===== config.mk =====
export PLATFORM = sky130hd
export DESIGN_NAME = hazard_scoreboard_flat
export DESIGN_NICKNAME = d
export VERILOG_FILES = /design/src/rtl/hazard_scoreboard_pkg.sv /design/src/rtl/hazard_scoreboard_if.sv /design/src/rtl/hazard_sb_entry.sv /design/src/rtl/hazard_scoreboard.sv /design/src/flat_wrapper.sv
export SDC_FILE = /design/constraint.sdc
export NUM_CORES = 1
export LEC_CHECK = 0
export BUFFER_PORTS_ARGS = -buffer_cell sky130_fd_sc_hd__buf_4
export CORE_ASPECT_RATIO = 1.25
export CORE_MARGIN = 2
export CORE_UTILIZATION = 24
export DETAILED_ROUTE_END_ITERATION = 8
export REMOVE_ABC_BUFFERS = 1
export SLEW_MARGIN = 30
export SYNTH_ARGS = -nofsm -noshare
export SYNTH_HDL_FRONTEND = slang
export SYNTH_HIERARCHICAL = 1
export SYNTH_SLANG_ARGS = --single-unit

===== constraint.sdc =====
create_clock -name clk -period 5.88 [get_ports clk]
set_input_delay 0.294 -clock clk [delete_from_list [all_inputs] [get_ports clk]]
set_output_delay 0.294 -clock clk [all_outputs]
set_load 0.02 [all_outputs]

===== src/rtl/hazard_scoreboard_pkg.sv =====
// Shared pipeline constants: producer latency classes and forward-select encoding.
// Used by the scoreboard, the decoder and the EX operand muxes alike.
package hazard_scoreboard_pkg;

    localparam int LAT_ALU  = 1;
    localparam int LAT_LOAD = 2;

    localparam int FWD_RF  = 0;
    localparam int FWD_MEM = 1;
    localparam int FWD_WB  = 2;

    // A latency of 0 behaves like an ALU result; anything slower than the
    // last forwardable stage is only ever seen there.
    function automatic int clamp_lat(input int lat, input int max_stage);
        if (lat < LAT_ALU) begin
            return LAT_ALU;
        end
        if (lat > max_stage) begin
            return max_stage;
        end
        return lat;
    endfunction

endpackage


===== src/rtl/hazard_scoreboard_if.sv =====
// ID-stage request / EX-stage select bundle between the decoder and the scoreboard.
// master = instruction source (decoder), slave = scoreboard.
interface hazard_scoreboard_if #(
    parameter int NUM_SRC    = 2,
    parameter int FWD_STAGES = 2,
    parameter int ADDR_W     = 5
);
    localparam int SEL_W = $clog2(FWD_STAGES + 1);

    logic                      hold;
    logic                      id_valid;
    logic [NUM_SRC*ADDR_W-1:0] id_src_addr;
    logic [NUM_SRC-1:0]        id_src_used;
    logic                      id_RegWrite;
    logic [ADDR_W-1:0]         id_rd_addr;
    logic [SEL_W-1:0]          id_lat;
    logic                      id_stall;
    logic                      ex_valid;
    logic [NUM_SRC*SEL_W-1:0]  ex_fwd_sel;

    modport master (
        output hold, id_valid, id_src_addr, id_src_used, id_RegWrite, id_rd_addr, id_lat,
        input  id_stall, ex_valid, ex_fwd_sel
    );

    modport slave (
        input  hold, id_valid, id_src_addr, id_src_used, id_RegWrite, id_rd_addr, id_lat,
        output id_stall, ex_valid, ex_fwd_sel
    );

endinterface


===== src/rtl/hazard_sb_entry.sv =====
// One scoreboard entry: tracks the newest in-flight write to a single register.
// Age advances every non-hold cycle; the entry retires once it reaches the last forward stage.
module hazard_sb_entry #(
    parameter int FWD_STAGES = 2,
    parameter int SEL_W      = 2
) (
    input  logic             clk,
    input  logic             reset,
    input  logic             hold,
    input  logic             set,
    input  logic [SEL_W-1:0] set_lat,
    output logic             busy,
    output logic [SEL_W-1:0] age,
    output logic [SEL_W-1:0] lat
);

    logic             busy_reg;
    logic [SEL_W-1:0] age_reg;
    logic [SEL_W-1:0] lat_reg;

    always_ff @(posedge clk or posedge reset) begin
        if (reset) begin
            busy_reg <= 1'b0;
            age_reg  <= '0;
            lat_reg  <= '0;
        end else if (!hold) begin
            // A new producer replaces whatever this entry was tracking.
            if (set) begin
                busy_reg <= 1'b1;
                age_reg  <= SEL_W'(1);
                lat_reg  <= set_lat;
            end else if (busy_reg) begin
                if (age_reg == SEL_W'(FWD_STAGES)) begin
                    busy_reg <= 1'b0;
                end else begin
                    age_reg <= age_reg + SEL_W'(1);
                end
            end
        end
    end

    assign busy = busy_reg;
    assign age  = age_reg;
    assign lat  = lat_reg;

endmodule


===== src/rtl/hazard_scoreboard.sv =====
// Hazard/forwarding controller: per-operand scoreboard lookup in ID, stall decision,
// and registered forward selects delivered to EX with the issuing instruction.
module hazard_scoreboard
    import hazard_scoreboard_pkg::*;
#(
    parameter int NUM_SRC    = 2,
    parameter int FWD_STAGES = 2,
    parameter int ADDR_W     = 5
) (
    input  logic                clk,
    input  logic                reset,
    hazard_scoreboard_if.slave  bus
);

    localparam int SEL_W    = $clog2(FWD_STAGES + 1);
    localparam int NUM_REGS = 2 ** ADDR_W;

    logic             busy [NUM_REGS];
    logic [SEL_W-1:0] age  [NUM_REGS];
    logic [SEL_W-1:0] lat  [NUM_REGS];

    logic [NUM_SRC-1:0]       hazard;
    logic [NUM_SRC*SEL_W-1:0] sel_next;
    logic [SEL_W-1:0]         lat_eff;
    logic                     issue;

    logic                     ex_valid_reg;
    logic [NUM_SRC*SEL_W-1:0] ex_fwd_sel_reg;

    // x0 is hard-wired zero and never produces a hazard.
    assign busy[0] = 1'b0;
    assign age[0]  = '0;
    assign lat[0]  = '0;

    assign lat_eff = SEL_W'(clamp_lat(int'(bus.id_lat), FWD_STAGES));

    genvar gi;
    generate
        for (gi = 1; gi < NUM_REGS; gi++) begin : g_entry
            hazard_sb_entry #(
                .FWD_STAGES (FWD_STAGES),
                .SEL_W      (SEL_W)
            ) u_entry (
                .clk     (clk),
                .reset   (reset),
                .hold    (bus.hold),
                .set     (issue && bus.id_RegWrite && (bus.id_rd_addr == ADDR_W'(gi))),
                .set_lat (lat_eff),
                .busy    (busy[gi]),
                .age     (age[gi]),
                .lat     (lat[gi])
            );
        end

        // Lookups use the pre-update scoreboard, so rd == src sees the older producer.
        for (gi = 0; gi < NUM_SRC; gi++) begin : g_src
            logic [ADDR_W-1:0] src;
            logic              match;

            assign src   = bus.id_src_addr[gi*ADDR_W +: ADDR_W];
            assign match = bus.id_valid && bus.id_src_used[gi] && (src != '0) && busy[src];
            assign hazard[gi] = match && (age[src] < lat[src]);
            assign sel_next[gi*SEL_W +: SEL_W] = match ? age[src] : SEL_W'(FWD_RF);
        end
    endgenerate

    assign issue        = bus.id_valid && !(|hazard) && !bus.hold;
    assign bus.id_stall = (|hazard) || bus.hold;

    always_ff @(posedge clk or posedge reset) begin
        if (reset) begin
            ex_valid_reg   <= 1'b0;
            ex_fwd_sel_reg <= '0;
        end else if (!bus.hold) begin
            ex_valid_reg   <= issue;
            ex_fwd_sel_reg <= issue ? sel_next : '0;
        end
    end

    assign bus.ex_valid   = ex_valid_reg;
    assign bus.ex_fwd_sel = ex_fwd_sel_reg;

endmodule


===== src/flat_wrapper.sv =====
// flat-port wrapper written by rule: the top's interface ports become plain ports
module hazard_scoreboard_flat import hazard_scoreboard_pkg::*;
#(
    parameter int NUM_SRC    = 2,
    parameter int FWD_STAGES = 2,
    parameter int ADDR_W     = 5
)
  (clk, reset, bus_hold, bus_id_valid, bus_id_src_addr, bus_id_src_used, bus_id_RegWrite, bus_id_rd_addr, bus_id_lat, bus_id_stall, bus_ex_valid, bus_ex_fwd_sel);
  hazard_scoreboard_if #(.NUM_SRC(NUM_SRC), .FWD_STAGES(FWD_STAGES), .ADDR_W(ADDR_W)) bus_i ();
  input  logic clk;
  input  logic reset;
  input wire logic [$bits(bus_i.hold)-1:0] bus_hold;
  input wire logic [$bits(bus_i.id_valid)-1:0] bus_id_valid;
  input wire logic [$bits(bus_i.id_src_addr)-1:0] bus_id_src_addr;
  input wire logic [$bits(bus_i.id_src_used)-1:0] bus_id_src_used;
  input wire logic [$bits(bus_i.id_RegWrite)-1:0] bus_id_RegWrite;
  input wire logic [$bits(bus_i.id_rd_addr)-1:0] bus_id_rd_addr;
  input wire logic [$bits(bus_i.id_lat)-1:0] bus_id_lat;
  output wire logic [$bits(bus_i.id_stall)-1:0] bus_id_stall;
  output wire logic [$bits(bus_i.ex_valid)-1:0] bus_ex_valid;
  output wire logic [$bits(bus_i.ex_fwd_sel)-1:0] bus_ex_fwd_sel;
  assign bus_i.hold = bus_hold;
  assign bus_i.id_valid = bus_id_valid;
  assign bus_i.id_src_addr = bus_id_src_addr;
  assign bus_i.id_src_used = bus_id_src_used;
  assign bus_i.id_RegWrite = bus_id_RegWrite;
  assign bus_i.id_rd_addr = bus_id_rd_addr;
  assign bus_i.id_lat = bus_id_lat;
  assign bus_id_stall = bus_i.id_stall;
  assign bus_ex_valid = bus_i.ex_valid;
  assign bus_ex_fwd_sel = bus_i.ex_fwd_sel;
  hazard_scoreboard #(.NUM_SRC(NUM_SRC), .FWD_STAGES(FWD_STAGES), .ADDR_W(ADDR_W)) u_core (.clk(clk), .reset(reset), .bus(bus_i));
endmodule

* Yosys cells after proc, flatten, opt, wreduce, memory -nomap -nowiden
Index checks and enable logic that the tools add are counted.
Storage, ports and cells: register bits after elaboration 160, input bits 24, output and inout bits 6, logic and storage cells 583
Cells by class: add/sub/neg operators 31, order comparisons 6, equality and inequality tests 93, multiplexer cells 214, bitwise logic cells 3, reduce and logical (&&, ||, !) cells 141
Operators by type and width (number):
- $mux 2 | 106
- $mux 1 | 101
- $reduce_and 3->1 | 31
- $eq 5x5->1 const B | 16
- $add 2x1->2 const B | 31
- $eq 2x2->1 const B | 31
- $ne 2x2->1 const B | 31
- $reduce_and 2->1 | 31
- $reduce_bool 2->1 | 31
- $logic_and 1x1->1 | 42
- $bmux 2 s5 | 4
- $eq 5x4->1 const B | 8
- $eq 5x3->1 const B | 4
- $ge 6x6->1 const B | 2
- $not 5->6 | 2
- $bmux 1 s5 | 2
- $eq 5x2->1 const B | 2
- $reduce_bool 5->1 | 2
- $eq 5x1->1 const B | 1
- $lt 2x2->1 | 2
- $mux 4 | 1
- $gt 2x2->1 const B | 1
- $logic_not 1->1 | 2
- $lt 2x1->1 const B | 1
- 3 further kinds | 3

* Depth between registers and ports, before layout
depth in word-level cells 14, mapped depth 19

* By module
Netlist, hierarchy kept.
By module, submodules not included:
- hazard_sb_entry | times used 31, cells an instance 21, area an instance 236.5 µm², sequential area each 125.1 µm²
- hazard_scoreboard | times used 1, cells an instance 347, area an instance 3478.3 µm², sequential area each 125.1 µm²

* Worst setup path after synthesis
No wires, ideal clock.
path type input-to-reg, from in bus_id_src_addr[5], to reg u_core.g_entry[14].u_entry.lat_reg[0], setup time 0.125 ns, arrival 4.515 ns, path slack 1.240 ns, stages 16, buffers on the path 6, path through buf_2 -> buf_4 -> buf_2 -> buf_2 -> mux4_2 -> mux4_2 -> o21a_1 -> ha_1 -> nand2b_1 -> or4_1 -> o221a_2 -> buf_6 -> buf_2 -> nor4_1 -> nor2b_1 -> mux2_2
On the way: longest elaborated chain between the ends 13, elaborated cells on any way between the ends 22
RTL lines:
- start: declaration | line flat_wrapper.sv:14 | input wire logic [$bits(bus_i.id_src_addr)-1:0] bus_id_src_addr;
- $not 5->6 (not written as such) | line hazard_scoreboard.sv:61, hazard_scoreboard.sv:62
- $bmux 2 s5 / $bmux 1 s5 (equally long branches) | line hazard_scoreboard.sv:62, hazard_scoreboard.sv:61
- $mux 2 (not written as such) / $mux 1 (equally long branches) (2 in a row) | line hazard_scoreboard.sv:62, hazard_scoreboard.sv:61
- $lt 2x2->1 / $logic_and 1x1->1 (equally long branches) | line hazard_scoreboard.sv:62, hazard_scoreboard.sv:61
- $logic_and 1x1->1 (*) | line hazard_scoreboard.sv:62 | assign hazard[gi] = match && (age[src] < lat[src]);
- $reduce_or 2->1 (*) | line hazard_scoreboard.sv:67 | assign issue = bus.id_valid && !(|hazard) && !bus.hold;
- $logic_not 1->1 (*) | line hazard_scoreboard.sv:67
- $logic_and 1x1->1 (*) (2 in a row) | line hazard_scoreboard.sv:67
- $logic_and 1x1->1 (*) (2 in a row) | line hazard_scoreboard.sv:47 | .set (issue && bus.id_RegWrite && (bus.id_rd_addr == ADDR_W'(gi))),
- $reduce_and 2->1 (no line) (*)
- end signal: assignment | line hazard_sb_entry.sv:31 | lat_reg <= set_lat;
- end: declaration | line hazard_sb_entry.sv:19 | logic [SEL_W-1:0] lat_reg;
Mark *: on every way between the ends. The rest lies on a longest branch, timed or not. The select of a mux whose other input is x is not followed. A chain may end at the register's enable or synchronous reset.

* Worst setup path after layout
from in bus_id_src_addr[5], to reg u_core.g_entry[10].u_entry.lat_reg[1]
On the way: longest elaborated chain between the ends 13, elaborated cells on any way between the ends 22
RTL lines (line):
- $not 5->6 (not written as such) | hazard_scoreboard.sv:61, hazard_scoreboard.sv:62
- $bmux 2 s5 / $bmux 1 s5 (equally long branches) | hazard_scoreboard.sv:62, hazard_scoreboard.sv:61
- $mux 2 (not written as such) / $mux 1 (equally long branches) (2 in a row) | hazard_scoreboard.sv:62, hazard_scoreboard.sv:61
- $lt 2x2->1 / $logic_and 1x1->1 (equally long branches) | hazard_scoreboard.sv:62, hazard_scoreboard.sv:61
- $logic_and 1x1->1 (*) | hazard_scoreboard.sv:62
- $reduce_or 2->1 (*) | hazard_scoreboard.sv:67
- $logic_not 1->1 (*) | hazard_scoreboard.sv:67
- $logic_and 1x1->1 (*) (2 in a row) | hazard_scoreboard.sv:67
- $logic_and 1x1->1 (*) (2 in a row) | hazard_scoreboard.sv:47
- $reduce_and 2->1 (no line) (*)
- end signal: assignment | hazard_sb_entry.sv:31
- end: declaration | hazard_sb_entry.sv:19
Marks and branches as above.

==> results.toml <==
[yosys]
ys_warn_count = 6
synth-async-reset-ratio = 1.00
ys_seq_area_frac = 0.370
avgSynthCellArea_sq_um = 10.8
syn_area_sq_um = 10800
ys_seq_elements = 160
ys_types = 53
ys.flop_type = "dfrtp_1"
synth_edf_count = 0
synth_cells = 998

[placed_design]
dpl_worst_slack_ps = 906
dpl.cell_count = 1566
io_buffers = 28
hpwlAfterDp_um = 22800
placed_cell_area_sq_um = 11600
gp_routability_congestion = 0.879

[sta]
setup_tns_ps = 0
setup_viol = 0
relSlewSlack = 0.339
post-route-period-util = 0.775
final_max_slew_viol_count = 0
rsz0062_at_grt = "no"
clock.fmax_mhz = 219
skew_ps = 11.5
min_period_ps = 4560
worst_pin_slew_ps = 984
hold_viol_final = 0
holdWs_ps = 4.90
setup_ws_ps = 1320

[clocking]
clk_pin_slew_ps = 70
postCtsSetupBuffers = 0
cts_hold_buffers = 0
cts_buffers = 17
insertion_delay_ps = 450
cts-htree-levels = 4
cts-root-buf = "clkbuf_16"
clock-sinks = 160
cts-resized-gates = 0
clk_path_buf_depth = 2
cts_tree = "done"

[grt]
grt_pass1_wl_um = 50200
grt_pass1_vias = 8704
grt_max_degree = 119
grtUsageTotal = 0.139
overflow = 0
antenna_found_initial = 0

[floorplan]
die-area_sq_um = 46800
initial_core_util = 0.244
rows = 86
coreArea_sq_um = 44200
die_h_um = 241
die_w_um = 194
boundaryPins = 30

[setup_path]
worstPathCellList = "buf_4 -> mux4_2 -> mux4_2 -> o21a_1 -> ha_1 -> nand2b_1 -> or4_1 -> o221a_2 -> nor4b_1 -> nor2b_1 -> mux2_2"
start_kind = "input pin"
reg2reg_from = "u_core/g_entry[11].u_entry/age[1]"
crit_end = "u_core/g_entry[10].u_entry/lat[1]"
cp_max_fo = 43
cp.arrival_ps = 4890
slowest_stage = "nor4b_1"
reg2regPathDepth = 10
r2r_setup_slack_ps = 1370
worstReg2RegEnd = "u_core/g_entry[10].u_entry/lat[1]"
worstSetupStartpoint = "bus_id_src_addr[5]"
worst_setup_path_end_kind = "flop"
cp.required_ps = 6210
path_class = "in2reg"
path_common_cell = "mux4_2"
critPathMaxStageDelay_ps = 800

[routing]
top_layer_used = "met4"
route.detailed.drc = 0
ant_nets = 0
drt-met1-wl_um = 12800
drt_iter0_drc = 688
dr.pass1.iters = 5
wl_met2_um = 15900
vias_per_cell = 5.31
wl_met3_um = 1510
vias = 8490
wl_per_cell_um = 19.9
routed_wl_um = 31800

[layout]
stdcell_count = 1598
fin_area_sq_um = 12200
layout_commonest_cell = "dfrtp_1"
most-common-layout-cells = "dfrtp_1, mux2_2, inv_1, nand2_1, nand2b_1"
layout-drive-gt1-share = 0.215
nFillCells = 4585
nNetsFinal = 1070
diodes = 0
area_growth_pct = 12.8

[outcome]
status = "complete, no violations"

[pwr]
vdd_ir_drop_max_v = 0.000224
leakagePower_nw = 5.14
pwr_density_cell_nw_per_um2 = 217

[min_path]
hold_class = "in2async"

[job]
cap_violations = 0
[cell usage after synthesis (4+ instances only)]
master	count	area (sq um)
a221oi_1	35	307
nand3_1	38	190
mux4_1	4	105
o31ai_2	5	62.6
clkbuf_1	10	37.5
nor2_1	44	165
nor4_1	41	257
inv_1	70	263
nand2b_1	69	432
a21o_1	31	233
nand3b_1	35	263
a22oi_1	4	30.0
nor2b_1	40	250
mux4_2	59	1330
buf_2	17	85.1
o22ai_1	4	25.0
nand2_1	70	263
or4_1	32	240
a221o_1	5	50.1
ha_1	33	413
dfrtp_1	160	4000
a21oi_1	8	40.0
mux2i_1	21	210
nor3_1	20	100
nor4b_1	7	61.3
mux2_2	84	946
buf_6	7	78.8
[stage by stage]
step,total power [mW],util
after CTS,2.66,0.276
after floorplan,1.34,-
after global placement,1.48,0.262
final,2.64,0.276
after detailed placement,1.49,0.262
after global routing,2.73,0.276
[final cells by class]
cell class | instances | area [sq um] | share of cell area
multi-input cells | 728 | 6310 | 0.518
flip-flops and latches | 160 | 4000 | 0.329
well taps | 572 | 716 | 0.0587
clock buffers | 20 | 457 | 0.0375
repair buffers | 34 | 272 | 0.0223
inverters | 72 | 270 | 0.0222
clock inverters | 12 | 159 | 0.0130
[worst min path at each step]
stage / from / end / slack (ps) / cells past startpoint
floorplan: reset / u_core/bus.ex_fwd_sel[0] / 70 / 1
global placement: reset / u_core/g_entry[25].u_entry/lat[1] / 480 / 2
detailed placement: reset / u_core/g_entry[28].u_entry/busy / 480 / 2
CTS: reset / u_core/g_entry[23].u_entry/busy / 9 / 2
global route: reset / u_core/g_entry[31].u_entry/age[1] / 30 / 2
finish: reset / u_core/g_entry[31].u_entry/lat[0] / 5 / 2
[logic make-up (layout without fill, tap and decap cells)]
family	count (synthesis)	count (layout)	synth area share
flip-flops	160	160	0.370
buffers and inverters	110	138	0.0457
AO/OA/AOI/OAI	121	121	0.0945
AND/OR/NAND/NOR	406	406	0.212
multiplexers	168	168	0.240
adder cells (fa/ha/maj)	33	33	0.0382
[critical path: cells and delay by family]
kind / cells / cell delay, ps
buffers and inverters: 1 / 520
and+or+nand+nor: 4 / 1620
AOI/OAI and AO/OA: 2 / 630
adders and majority gates: 1 / 270
muxes: 3 / 1530
[power breakdown]
group          switching (mW)  internal (mW)
Combinational           0.186          0.119
Clock                   0.479          0.691
Sequential             0.0315           1.13
Total                   0.696           1.94
[layer usage]
metal	up-vias	track usage
li1	3826	-
met1	4347	0.161
met2	229	0.242
met3	88	0.0288
met4	0	0.0794
met5	-	0
Note: power is estimated with default switching activity, not from simulation.
